$ cat src/rtl/vmop_pkg.sv
// Shared types and constants for the vMOP command sequencer.
`default_nettype none

package vmop_pkg;

  typedef enum logic [1:0] {
    IDLE  = 2'd0,
    ISSUE = 2'd1,
    DRAIN = 2'd2,
    DONE  = 2'd3
  } state_t;

  localparam logic [2:0] ANDN = 3'd0;
  localparam logic [2:0] AND  = 3'd1;
  localparam logic [2:0] OR   = 3'd2;
  localparam logic [2:0] XOR  = 3'd3;
  localparam logic [2:0] ORN  = 3'd4;
  localparam logic [2:0] NAND = 3'd5;
  localparam logic [2:0] NOR  = 3'd6;
  localparam logic [2:0] XNOR = 3'd7;

  localparam int VMOP_LATENCY = 6;

endpackage

`default_nettype wire

$ cat src/rtl/vmop_outstanding_ctr.sv
// Saturating up/down counter of in-flight vMOP beats with a sticky error flag.
`default_nettype none

module vmop_outstanding_ctr #(
  parameter int MAX_OUT = 16,
  parameter int CW      = $clog2(MAX_OUT + 1)
) (
  input  logic          clk,
  input  logic          rst,
  input  logic          inc,
  input  logic          dec,
  output logic [CW-1:0] count,
  output logic          err
);

  always_ff @(posedge clk) begin
    if (rst) begin
      count <= '0;
      err   <= 1'b0;
    end else begin
      case ({inc, dec})
        2'b10: begin
          if (count == CW'(MAX_OUT)) err <= 1'b1;
          else                       count <= count + CW'(1);
        end
        2'b01: begin
          // A response with nothing in flight is dropped, not wrapped.
          if (count == '0) err <= 1'b1;
          else             count <= count - CW'(1);
        end
        default: ;
      endcase
    end
  end

endmodule

`default_nettype wire

$ cat src/rtl/vmop_issue.sv
// Sequences one mask-logical instruction: reads vs2/vs1 beat by beat, streams
// beats into vMOP and signals completion once every beat has been written back.
`default_nettype none

module vmop_issue
  import vmop_pkg::*;
#(
  parameter int DATA_WIDTH    = 64,
  parameter int ADDR_WIDTH    = 32,
  parameter int OPSEL_WIDTH   = 3,
  parameter int VLEN          = 512,
  parameter int REG_IDX_WIDTH = 5,
  parameter int MAX_OUT       = 16
) (
  input  logic                     clk,
  input  logic                     rst,
  input  logic                     cmd_valid,
  output logic                     cmd_ready,
  input  logic [REG_IDX_WIDTH-1:0] cmd_vd,
  input  logic [REG_IDX_WIDTH-1:0] cmd_vs1,
  input  logic [REG_IDX_WIDTH-1:0] cmd_vs2,
  input  logic [OPSEL_WIDTH-1:0]   cmd_opsel,
  input  logic [$clog2(VLEN):0]    cmd_vl,
  output logic                     rf_rd_en,
  output logic [ADDR_WIDTH-1:0]    rf_rd_addr0,
  output logic [ADDR_WIDTH-1:0]    rf_rd_addr1,
  input  logic [DATA_WIDTH-1:0]    rf_rd_data0,
  input  logic [DATA_WIDTH-1:0]    rf_rd_data1,
  output logic                     mop_valid,
  output logic [ADDR_WIDTH-1:0]    mop_addr,
  output logic [DATA_WIDTH-1:0]    mop_m0,
  output logic [DATA_WIDTH-1:0]    mop_m1,
  output logic [OPSEL_WIDTH-1:0]   mop_opsel,
  input  logic                     resp_valid,
  output logic                     busy,
  output logic                     done,
  output logic                     err
);

  localparam int BEATS = VLEN / DATA_WIDTH;
  localparam int VLW   = $clog2(VLEN) + 1;
  localparam int CW    = $clog2(MAX_OUT + 1);

  state_t                   state, state_n;
  logic [REG_IDX_WIDTH-1:0] vd_q, vs1_q, vs2_q;
  logic [OPSEL_WIDTH-1:0]   opsel_q, opsel_pipe;
  logic [VLW-1:0]           nbeats_q, beat_q;
  logic [VLW-1:0]           vl_clamped, cmd_nbeats;
  logic [ADDR_WIDTH-1:0]    addr_pipe, dest_addr;
  logic                     valid_pipe;
  logic                     accept;
  logic [CW-1:0]            outstanding;

  assign cmd_ready  = (state == IDLE) && !rst;
  assign accept     = cmd_valid && cmd_ready;
  assign busy       = (state != IDLE);
  assign vl_clamped = (cmd_vl > VLW'(VLEN)) ? VLW'(VLEN) : cmd_vl;
  assign cmd_nbeats = (vl_clamped + VLW'(DATA_WIDTH - 1)) / VLW'(DATA_WIDTH);

  assign dest_addr   = ADDR_WIDTH'(vd_q) * ADDR_WIDTH'(BEATS) + ADDR_WIDTH'(beat_q);
  assign rf_rd_addr0 = rf_rd_en ? ADDR_WIDTH'(vs2_q) * ADDR_WIDTH'(BEATS) + ADDR_WIDTH'(beat_q) : '0;
  assign rf_rd_addr1 = rf_rd_en ? ADDR_WIDTH'(vs1_q) * ADDR_WIDTH'(BEATS) + ADDR_WIDTH'(beat_q) : '0;

  // Read data arrives the cycle after the strobe, aligned with the piped beat.
  assign mop_valid = valid_pipe;
  assign mop_addr  = valid_pipe ? addr_pipe   : '0;
  assign mop_opsel = valid_pipe ? opsel_pipe  : '0;
  assign mop_m0    = valid_pipe ? rf_rd_data0 : '0;
  assign mop_m1    = valid_pipe ? rf_rd_data1 : '0;

  always_ff @(posedge clk) begin
    if (rst) begin
      state      <= IDLE;
      vd_q       <= '0;
      vs1_q      <= '0;
      vs2_q      <= '0;
      opsel_q    <= '0;
      nbeats_q   <= '0;
      beat_q     <= '0;
      valid_pipe <= 1'b0;
      addr_pipe  <= '0;
      opsel_pipe <= '0;
    end else begin
      state      <= state_n;
      valid_pipe <= rf_rd_en;
      addr_pipe  <= rf_rd_en ? dest_addr : '0;
      opsel_pipe <= rf_rd_en ? opsel_q   : '0;
      if (accept) begin
        vd_q     <= cmd_vd;
        vs1_q    <= cmd_vs1;
        vs2_q    <= cmd_vs2;
        opsel_q  <= cmd_opsel;
        nbeats_q <= cmd_nbeats;
        beat_q   <= '0;
      end else if (state == ISSUE) begin
        beat_q <= beat_q + VLW'(1);
      end
    end
  end

  always_comb begin
    state_n  = state;
    rf_rd_en = 1'b0;
    done     = 1'b0;
    case (state)
      IDLE: begin
        if (accept) state_n = (cmd_nbeats == '0) ? DONE : ISSUE;
      end
      ISSUE: begin
        rf_rd_en = 1'b1;
        if (beat_q == nbeats_q - VLW'(1)) state_n = DRAIN;
      end
      DRAIN: begin
        if (!valid_pipe && (outstanding == '0)) state_n = DONE;
      end
      DONE: begin
        done    = 1'b1;
        state_n = IDLE;
      end
      default: state_n = IDLE;
    endcase
  end

  vmop_outstanding_ctr #(
    .MAX_OUT (MAX_OUT),
    .CW      (CW)
  ) u_ctr (
    .clk   (clk),
    .rst   (rst),
    .inc   (valid_pipe),
    .dec   (resp_valid),
    .count (outstanding),
    .err   (err)
  );

endmodule

`default_nettype wire

$ cat config.mk
export PLATFORM = sky130hd
export DESIGN_NAME = vmop_issue
export DESIGN_NICKNAME = d
export VERILOG_FILES = /design/src/rtl/vmop_pkg.sv /design/src/rtl/vmop_outstanding_ctr.sv /design/src/rtl/vmop_issue.sv
export SDC_FILE = /design/constraint.sdc
export NUM_CORES = 1
export LEC_CHECK = 0
export ABC_CLOCK_PERIOD_IN_PS = 2700
export BUFFER_PORTS_ARGS = -buffer_cell sky130_fd_sc_hd__buf_2
export CELL_PAD_IN_SITES_DETAIL_PLACEMENT = 1
export CELL_PAD_IN_SITES_GLOBAL_PLACEMENT = 1
export CORE_AREA = 2 2 155 157
export CTS_CLUSTER_DIAMETER = 60
export CTS_CLUSTER_SIZE = 30
export DETAILED_ROUTE_END_ITERATION = 6
export DIE_AREA = 0 0 157 159
export GPL_ROUTABILITY_DRIVEN = 0
export PLACE_DENSITY = 0.64
export SETUP_SLACK_MARGIN = 0.15
export SKIP_LAST_GASP = 1
export SLEW_MARGIN = 20
export SYNTH_ARGS = -nofsm -noshare
export SYNTH_HDL_FRONTEND = slang
export SYNTH_SLANG_ARGS = --single-unit
export TNS_END_PERCENT = 1
$ cat constraint.sdc
create_clock -name clk -period 2.7 [get_ports clk]
set_clock_uncertainty 0.05 [all_clocks]
set_input_delay 0.54 -clock clk [delete_from_list [all_inputs] [get_ports clk]]
set_output_delay 0.54 -clock clk [all_outputs]
set_load 0.03 [all_outputs]
==> results.py <==
metrics = {
    "power": {
        "finalPower_uw": 3940,
        "max-vdd-ir-drop_uv": 241,
        "power.leakage_uw": 0.00363,
        "powerDensity_nw_per_um2": 607,
    },
    "sta": {
        "rsz0062_at_grt": "true",
        "layout_setup_ws_ns": -0.0565,
        "max_clock_freq_ghz": 0.363,
        "worst_pin_slew_ns": 0.543,
        "slew_violations": 0,
        "finalCritPeriodShare": 1.02,
        "setup_viol": 2,
        "fin_crit_ns": 2.76,
        "whs_ns": 0.383,
        "finalHoldViolCount": 0,
        "maxSlewHeadroom": 0.635,
    },
    "worst_setup_path": {
        "critical_path_class": "flip-flop to output pin",
        "crit_path_start_kind": "flip-flop",
        "worstPathMaxFanout": 3,
        "rrSetupSlack_ns": 0.51,
        "rr_worst_depth": 10,
        "r2r_start": "beat_q[3]",
        "cp_num_buf_inv": 1,
        "cp.arrival_ns": 2.17,
        "critPathCaptureType": "output pin",
        "slowest_stage": "fa_2",
        "cpPeakStageDelay_ns": 0.35,
        "timing.rr.end": "addr_pipe[9]",
        "critPathTopFamily": "adder cells",
        "crit_chain": "ha_2 -> fa_2 -> a21o_1 -> a21oi_2 -> nor2b_1 -> o21ai_1 -> xnor2_1 -> and2_1 -> buf_6",
        "critPathRequiredTime_ns": 2.11,
    },
    "floorplanning": {
        "dieArea_um2": 25000,
        "rows": 56,
        "io_pins": 393,
        "start_util": 0.194,
        "die_x_um": 157,
        "die_h_um": 159,
        "core_um2": 23200,
    },
    "cells_and_area": {
        "fin_cells": 1226,
        "finalNetCount": 1083,
        "drive_gt1_frac": 0.406,
        "synthToLayoutAreaGrowth_pct": 44.2,
        "fillerInstances": 2945,
    },
    "yosys": {
        "ys_seq_area_frac": 0.244,
        "synth-compound-area-share": 0.0889,
        "synth_xor_area_frac": 0.0583,
        "synth_fa_ha_area_frac": 0.0928,
        "synthArstFlopShare": 0,
        "synth_edf_count": 0,
        "synthMuxAreaShare": 0.00444,
        "syn_inst": 580,
        "ys.flop_type": "dfxtp_1",
        "yosys.area_share.simple": 0.356,
        "synth_seq_cells": 55,
        "ys_types": 45,
        "ys_warn_count": 0,
        "synth_top_family_by_area": "simple AND/OR/NAND/NOR gates",
        "syn_area_um2": 4510,
        "postSynthAreaPerCell_um2": 7.77,
    },
    "clock_network": {
        "htreeDepth": 2,
        "clk_pin_slew_ns": 0.07,
        "cts_tree": "built",
        "cts_root_buf": "clkbuf_16",
        "ctsLongestPathBuffers": 2,
        "clock_latency_ns": 0.30,
        "clock-sinks": 55,
        "cts-buffers-inserted": 5,
    },
    "placed_design": {
        "numPortBuffers": 329,
        "place_hpwl_um": 18100,
        "dp_slack_ns": 0.111,
        "dp_cells": 1203,
    },
    "hold_path": {
        "hold_path_end": "opsel_q[0]",
        "hp-class": "primary input to flip-flop",
        "worstHoldStart": "cmd_opsel[0]",
        "hold_path_depth": 3,
    },
    "global_route": {
        "grt_antenna_before_repair": 17,
        "grt_pass1_vias": 4717,
        "grt_usage": 0.156,
        "grt_pass1_wl_um": 29400,
        "grt_overflow": 0,
        "grt_max_degree": 69,
    },
    "drt": {
        "wire_per_inst_um": 17.0,
        "drtIter0Drc": 148,
        "vias": 4821,
        "routed_wl_um": 20900,
        "viasPerCell": 3.93,
        "drc": 0,
        "drtPass1Iterations": 4,
        "antenna_left": 0,
    },
    "flow_run": {
        "maxCapViolations": 0,
    },
    "status": {
        "outcome": "finished with violations",
        "violations": "negative setup slack",
    },
}
worst max-delay path by stage:
stage / from / end / slack [ns] / cells after the start
floorplan: beat_q[3] / rf_rd_addr0[7] / -0.0002 / 6
global placement: beat_q[3] / rf_rd_addr0[9] / 0.14 / 9
finish: beat_q[3] / rf_rd_addr0[9] / -0.06 / 9
detailed placement: beat_q[3] / rf_rd_addr0[9] / 0.11 / 9
global route: beat_q[3] / rf_rd_addr0[9] / -0.18 / 9
CTS: beat_q[3] / rf_rd_addr1[9] / -0.08 / 9
worst register-to-register path: cells and delay by family (launching register included):
| kind | cells | cell delay, ns |
|---|---|---|
| compound gates | 3 | 0.51 |
| xor+xnor | 1 | 0.17 |
| fa+ha+maj | 2 | 0.55 |
| buf+inv | 2 | 0.23 |
| flops | 1 | 0.35 |
| simple gates | 2 | 0.21 |
layout make-up:
type                       count  area, um^2  share of cell area
clock buffer                   7         154              0.0237
timing repair buffer         338        1730               0.266
antenna                       14        35.0             0.00539
tap                          319         399              0.0614
sequential                    55        1110               0.170
clock inverter                 1        30.0             0.00462
multi-input combinational    474        2980               0.458
inverter                      18        67.6              0.0104
cells in the final DEF, fill, tap and decap left out, types with 13 or more instances in the layout:
master    Yosys  final
o21ai_0      25     25
conb_1        1     63
xnor2_1      13     13
dfxtp_1      55     52
xor2_1       17     17
inv_1        17     17
diode_2       0     14
nor2_1       27     27
nand2_1      34     34
nand2b_1     19     19
buf_2         0    326
and2_1      159    159
ha_1         27     25
metrics by stage:
stage                util  setup TNS (ns)  instance area (um^2)
global route        0.279          -0.618                  6480
CTS                 0.278          -0.247                  6450
floorplan               -       -0.000239                  4740
detailed placement  0.269               0                  6230
finish              0.280          -0.113                  6500
global placement    0.269               0                  6230
metal layers:
layer / up-vias / GRT usage / wire length [um]
met5: - / 0 / 0
met4: 0 / 0.0334 / 109
met3: 10 / 0.0838 / 2540
met2: 181 / 0.279 / 10500
met1: 2272 / 0.161 / 7660
li1: 2358 / - / -
flip-flops by register name, summed over array words and instances (netlist names):
register / count
addr_pipe: 11
u_ctr.err: 1
u_ctr.count: 5
mop_valid: 1
beat_q: 10
vs1_q: 5
vs2_q: 5
state: 2
opsel_q: 3
vd_q: 5
nbeats_q: 4
opsel_pipe: 3
cell usage after synthesis (2+ instances only):
cell type / n / area, um^2
nor2_1: 27 / 101
nand3_1: 9 / 45.0
mux2i_1: 2 / 20.0
ha_1: 27 / 338
and2_1: 159 / 995
buf_4: 66 / 495
nand3b_1: 3 / 22.5
o31ai_1: 2 / 15.0
fa_1: 4 / 80.1
o32ai_1: 2 / 17.5
nor3b_1: 3 / 22.5
o21ai_0: 25 / 125
dfxtp_1: 55 / 1100
clkbuf_1: 25 / 93.8
buf_6: 2 / 22.5
nand2b_1: 19 / 119
a211oi_1: 2 / 15.0
a21o_1: 10 / 75.1
nor4_1: 2 / 12.5
nor2b_1: 10 / 62.6
a21oi_1: 14 / 70.1
xor2_1: 17 / 149
nor3_1: 8 / 40.0
inv_1: 17 / 63.8
xnor2_1: 13 / 114
nand2_1: 34 / 128
o21ai_1: 5 / 25.0
power by group:
part	switching (uW)	total (uW)	internal [uW]	leakage, uW
Sequential	114	1050	939	0.000450
Clock	303	798	495	0.0000893
Combinational	1410	2090	678	0.00309
kinds of logic after synthesis:
group / count (synthesis)
AO/OA/AOI/OAI: 67
XOR/XNOR: 30
adder cells (fa/ha/maj): 31
buffers and inverters: 113
flip-flops: 55
multiplexers: 2
other: 1
AND/OR/NAND/NOR: 281
timing repair:
| action | CTS | global route |
|---|---|---|
| setup buffers | 0 | 1 |
| cloned | 0 | 0 |
| resized for setup | 12 | 3 |
| endpoints found under the setup margin | 8 | 8 |
| pin swaps | 1 | 3 |
| hold endpoints to repair | 0 | 0 |
| hold buffers | 0 | 0 |
(Power assumes the default switching activity.)
